[src/rtl/pico_mavg_stream_engine.sv]
`default_nettype none
// +--------------------------------------------------------------------------+
// | Module      : pico_mavg_stream_engine                                    |
// | Description : Streaming multi-lane moving-average engine. Each input     |
// |               word is split into LANES lanes. Every accepted word makes  |
// |               one output word. Each output lane is the sum of the last   |
// |               2^k samples of that lane, shifted right by k.              |
// |               The window (k) and frame length are latched by start.      |
// | Option      : PICO_MAVG_ROUND_EN - when defined, the output rounds half  |
// |               up (adds 2^(k-1) before the shift) instead of truncating.  |
// | Ports       : clk, rst_n          clock / async active-low reset         |
// |               start_i, cfg_*_i    frame command (sampled in IDLE only)   |
// |               busy_o, done_o      frame status, done is a 1-cycle pulse  |
// |               s_valid_i/s_ready_o/s_data_i       input stream            |
// |               m_valid_o/m_ready_i/m_data_o/m_last_o  output stream       |
// | Revision    : 1.0 - initial release                                      |
// +--------------------------------------------------------------------------+
module pico_mavg_stream_engine #(
    parameter int LANES        = 4,
    parameter int LANE_W       = 32,
    parameter int MAX_WIN_LOG2 = 4
) (
    input  logic                    clk,
    input  logic                    rst_n,
    input  logic                    start_i,
    input  logic [2:0]              cfg_win_log2_i,
    input  logic [31:0]             cfg_len_i,
    output logic                    busy_o,
    output logic                    done_o,
    input  logic                    s_valid_i,
    output logic                    s_ready_o,
    input  logic [LANES*LANE_W-1:0] s_data_i,
    output logic                    m_valid_o,
    input  logic                    m_ready_i,
    output logic [LANES*LANE_W-1:0] m_data_o,
    output logic                    m_last_o
);

    localparam int W      = LANES * LANE_W;
    localparam int DEPTH  = 1 << MAX_WIN_LOG2;
    localparam int PTR_W  = MAX_WIN_LOG2;
    localparam int FILL_W = MAX_WIN_LOG2 + 1;
    localparam int SUM_W  = LANE_W + MAX_WIN_LOG2;
    localparam int SUMX_W = SUM_W + 1;
    localparam logic [2:0] K_MAX = 3'(MAX_WIN_LOG2);

    typedef enum logic [1:0] {
        ST_IDLE = 2'd0,
        ST_RUN  = 2'd1,
        ST_DONE = 2'd2
    } state_t;

    state_t            state_q;
    logic [2:0]        k_q;
    logic [31:0]       remaining_q;
    logic [FILL_W-1:0] fill_q;
    logic [PTR_W-1:0]  ptr_q;
    logic              done_q;
    logic              m_valid_q;
    logic              m_last_q;
    logic [W-1:0]      m_data_q;
    logic [W-1:0]      m_data_d;

    // History is deliberately not reset: fill_q decides which entries are live.
    logic [W-1:0]      hist_q [DEPTH];

    logic [FILL_W-1:0] win;
    logic [PTR_W-1:0]  old_ptr;
    logic              use_old;
    logic [W-1:0]      old_word;
    logic              s_accept;
    logic              m_accept;
    logic              start_ok;
    logic [2:0]        k_cfg;

    assign win      = FILL_W'(1) << k_q;
    // For k == MAX_WIN_LOG2 the low bits of win are zero, so the sample
    // leaving the window is the one about to be overwritten at ptr_q.
    assign old_ptr  = ptr_q - win[PTR_W-1:0];
    assign use_old  = (fill_q >= win);
    assign old_word = use_old ? hist_q[old_ptr] : '0;

    assign s_ready_o = (state_q == ST_RUN) && (remaining_q != '0) &&
                       (!m_valid_q || m_ready_i);
    assign s_accept  = s_valid_i && s_ready_o;
    assign m_accept  = m_valid_q && m_ready_i;
    assign start_ok  = (state_q == ST_IDLE) && start_i;
    assign k_cfg     = (cfg_win_log2_i > K_MAX) ? K_MAX : cfg_win_log2_i;

`ifdef PICO_MAVG_ROUND_EN
    logic [SUMX_W-1:0] round_add;
    assign round_add = (k_q == 3'd0) ? '0 : (SUMX_W'(1) << (k_q - 3'd1));
`endif

    // Per-lane running sums and output arithmetic
    for (genvar l = 0; l < LANES; l++) begin : g_lane
        logic [LANE_W-1:0] lane_x;
        logic [LANE_W-1:0] lane_old;
        logic [SUM_W-1:0]  sum_q;
        logic [SUM_W-1:0]  sum_d;
        logic [SUMX_W-1:0] biased;

        assign lane_x   = s_data_i[l*LANE_W +: LANE_W];
        assign lane_old = old_word[l*LANE_W +: LANE_W];
        // The window holds at most 2^MAX_WIN_LOG2 samples, so SUM_W bits
        // can never overflow and the subtraction never underflows.
        assign sum_d    = sum_q + SUM_W'(lane_x) - SUM_W'(lane_old);
`ifdef PICO_MAVG_ROUND_EN
        assign biased   = {1'b0, sum_d} + round_add;
`else
        assign biased   = {1'b0, sum_d};
`endif
        assign m_data_d[l*LANE_W +: LANE_W] = LANE_W'(biased >> k_q);

        always_ff @(posedge clk or negedge rst_n) begin
            if (!rst_n) begin
                sum_q <= '0;
            end else if (start_ok) begin
                sum_q <= '0;
            end else if (s_accept) begin
                sum_q <= sum_d;
            end
        end
    end

    always_ff @(posedge clk) begin
        if (s_accept) begin
            hist_q[ptr_q] <= s_data_i;
        end
    end

    // Control FSM with registered stream and status outputs
    always_ff @(posedge clk or negedge rst_n) begin
        if (!rst_n) begin
            state_q     <= ST_IDLE;
            k_q         <= 3'd0;
            remaining_q <= '0;
            fill_q      <= '0;
            ptr_q       <= '0;
            done_q      <= 1'b0;
            m_valid_q   <= 1'b0;
            m_last_q    <= 1'b0;
            m_data_q    <= '0;
        end else begin
            done_q <= 1'b0;

            if (m_accept) begin
                m_valid_q <= 1'b0;
                m_last_q  <= 1'b0;
            end

            // s_ready already requires the output slot to be free or draining.
            if (s_accept) begin
                m_valid_q   <= 1'b1;
                m_data_q    <= m_data_d;
                m_last_q    <= (remaining_q == 32'd1);
                remaining_q <= remaining_q - 32'd1;
                ptr_q       <= ptr_q + PTR_W'(1);
                if (fill_q < win) begin
                    fill_q <= fill_q + FILL_W'(1);
                end
            end

            case (state_q)
                ST_IDLE: begin
                    if (start_i) begin
                        k_q         <= k_cfg;
                        remaining_q <= cfg_len_i;
                        fill_q      <= '0;
                        ptr_q       <= '0;
                        state_q     <= (cfg_len_i == '0) ? ST_DONE : ST_RUN;
                    end
                end
                ST_RUN: begin
                    if (m_accept && m_last_q) begin
                        state_q <= ST_DONE;
                    end
                end
                ST_DONE: begin
                    state_q <= ST_IDLE;
                    done_q  <= 1'b1;
                end
                default: begin
                    state_q <= ST_IDLE;
                end
            endcase
        end
    end

    assign busy_o    = (state_q != ST_IDLE);
    assign done_o    = done_q;
    assign m_valid_o = m_valid_q;
    assign m_data_o  = m_data_q;
    assign m_last_o  = m_last_q;

endmodule
`default_nettype wire
[config.mk]
export PLATFORM = sky130hd
export DESIGN_NAME = pico_mavg_stream_engine
export DESIGN_NICKNAME = d
export VERILOG_FILES = /design/src/rtl/pico_mavg_stream_engine.sv
export SDC_FILE = /design/constraint.sdc
export NUM_CORES = 2
export LEC_CHECK = 0
export ABC_AREA = 1
export CORE_ASPECT_RATIO = 1.75
export CORE_MARGIN = 2
export CORE_UTILIZATION = 38
export DETAILED_ROUTE_END_ITERATION = 12
export PLACE_DENSITY = 0.63
export SYNTH_ARGS = -nofsm -noshare
export SYNTH_HDL_FRONTEND = slang
export SYNTH_SLANG_ARGS = --single-unit
[constraint.sdc]
create_clock -name clk -period 9.2 [get_ports clk]
set_input_delay 1.38 -clock clk [delete_from_list [all_inputs] [get_ports clk]]
set_output_delay 1.38 -clock clk [all_outputs]
set_load 0.1 [all_outputs]
==> out/metrics.yaml <==
timing:
  finalSetupTns_ns: 0
  finalCritPeriodShare_pct: 84.4
  fmax_mhz: 129
  maxSlewViolCount: 0
  layout_min_cycle_time_ns: 7.77
  slew_headroom_pct: 18.1
  hold_violations: 0
  rsz0062_at_grt: "false"
  tightest_slew_ns: 1.23
  setup_ws_ns: 1.43
  setup_viol: 0
  skew_ns: 0.0828
clock_network:
  cts-buffers-inserted: 214
  clk_latency_ns: 0.90
  clockBufferDepth: 4
  cts.repair.resized: 0
  clock-sinks: 2369
  root_buffer: "clkbuf_16"
  cts_setup_buffers: 0
  htreeDepth: 4
  path_clk_slew_ns: 0.07
  ctsHoldBuffers: 0
  cts_tree: "done"
synth:
  synthArstFlopShare_pct: 13.6
  synth_area_sq_mm: 0.112
  syn_nets: 11400
  yosysSeqAreaShare_pct: 61.9
  synth-edff-count: 2048
  ys_seq_elements: 2369
  avgSynthCellArea_sq_um: 10.3
  post_synth_num_cell_types: 58
  synth-main-ff-cell: "edfxtp_1"
  yosys_warnings: 0
  synthesis.instances: 11000
critical_path:
  cp_max_fo: 91
  start_kind: "register"
  crit_type: "reg -> reg"
  end_kind: "register"
  cpMostUsedCell: "nand2_1"
  r2r_slack_ns: 1.43
  crit_path_max_incr_delay_ns: 0.88
  required_ns: 9.97
  worstPathArrival_ns: 8.53
  crit_slowest_cell: "fa_4"
  worst-r2r-cell-count: 31
grt:
  grt_use_total_pct: 25.1
  grt_pass1_vias: 82400
  grt_pass1_wl_mm: 559
  antenna_found_initial: 54
  grt-ovfl-total: 0
  grt_max_degree: 168
routing:
  drt_iter0_drc: 8500
  wl_per_cell_um: 25.5
  ant_nets: 0
  viasPerCell: 5.59
  route.detailed.drc: 0
  first_pass_iters: 9
  drt_wl_total_mm: 387
  dr_total_vias: 84700
placement:
  gp_congestion: 1.00
  dpl.hpwl_mm: 247
  port_buffers: 300
  dpl_worst_slack_ns: 1.54
flow_run:
  cap_viol_max_count: 0
cells_and_area:
  drive_gt1_share_pct: 5.23
  fin_nets: 11500
  syn2layout_area_growth_pct: 12.8
  final_cell_mix: "nand2_1, edfxtp_1, inv_1, nand3_1, a21oi_1"
  final_common_cell: "nand2_1"
die:
  initial_core_util_pct: 38.1
  die_area_sq_mm: 0.300
  placementRows: 264
  io_pins: 301
  dieHeight_um: 723
  die_w_um: 415
  core_sq_mm: 0.295
worst_hold_path:
  holdPathStages: 1
  hold_class: "reg -> reg"
status:
  status: "finished clean"
[metal layers]
layer  up-vias  part of all wire [%]  GRT usage, %
li1      38300                     -             -
met1     42000                    39          30.9
met2      3448                    49          42.8
met3       848                   7.0          3.71
met4        30                   5.6          13.2
met5         -                 0.046             0
[through the flow]
step / utilization, % / cell area (sq um) / hold slack, ns / std cells
3_3_place_gp: 40.7 / 120000 / 0.457 / 14700
3_5_place_dp: 40.7 / 120000 / 0.462 / 14700
5_1_grt: 43.0 / 127000 / 0.485 / 15100
6_report: 43.0 / 127000 / 0.470 / 15100
2_1_floorplan: - / 112000 / 0.439 / 11000
4_1_cts: 42.9 / 127000 / 0.465 / 15100
[cell usage after synthesis (all sizes together), types with 12 or more instances]
master  count  area, sq um
a211oi     43          323
a21oi     760         3800
a221o      42          420
a221oi    145         1270
a31oi      39          244
a32o      114         1140
a32oi      25          219
buf       218         1070
clkbuf    374         1400
dfrtp     321         8030
edfxtp   2048        61500
fa        129         2580
ha        160         2000
inv      1131         4250
nand2    2694        10100
nand3     863         4320
nand4      22          138
nor2      629         2400
nor3       56          280
nor4       19          119
o211ai     17          128
o21ai     670         3350
o21bai     12         90.1
o221ai     83          727
o22ai     131          820
o31ai      45          338
or2        27          171
xnor2      41          367
xor2       40          365
[cells by family (layout without fill, tap and decap cells)]
logic type,after synthesis,in the layout,share of synthesized area (%)
mux,11,11,0.0980
simple gates,4325,4325,15.7
compound gates,2145,2145,11.6
flops,2369,2369,61.9
buf+inv,1730,2008,6.01
other cells,0,51,0
fa+ha+maj,289,289,4.08
xor+xnor,81,81,0.651
[state kept, by name, summed over array words and instances, names as in the netlist]
register and cells:
k_q 3, g_lane.sum_q 144, m_valid_o 1, done_o 1, m_data_o 128, remaining_q 32
m_last_o 1, ptr_q 4, hist_q 2048, fill_q 5, state_q 2
[worst max-delay path, delay by kind of cell, from the launching register on]
kind	cells	cell delay, ns
AO/OA/AOI/OAI	4	1.47
flip-flops	1	0.67
adder cells (fa/ha/maj)	4	1.94
buffers and inverters	7	1.49
AND/OR/NAND/NOR	16	1.97
[path summary, 6_finish.rpt]
path,to,start
max reg2reg,m_data_o[27],k_q[0]
min in group asynchronous,g_lane[2].sum_q[26],rst_n
min reg2reg,done_o,state_q[0]
min,done_o,state_q[0]
max in group asynchronous,k_q[2],rst_n
max,m_data_o[27],k_q[0]
[area by class of cell]
cell class	count	area [sq um]
repair buffers	484	4910
well taps	3857	4830
multi-input cells	6851	36300
diodes	51	128
clock inverters	122	1060
inverters	1138	4320
clock buffers	264	5680
fillers	27900	168000
flip-flops and latches	2369	69500
Power is not shown: default switching activity piles up to over one toggle a cycle in this logic, so the estimate is an artifact.
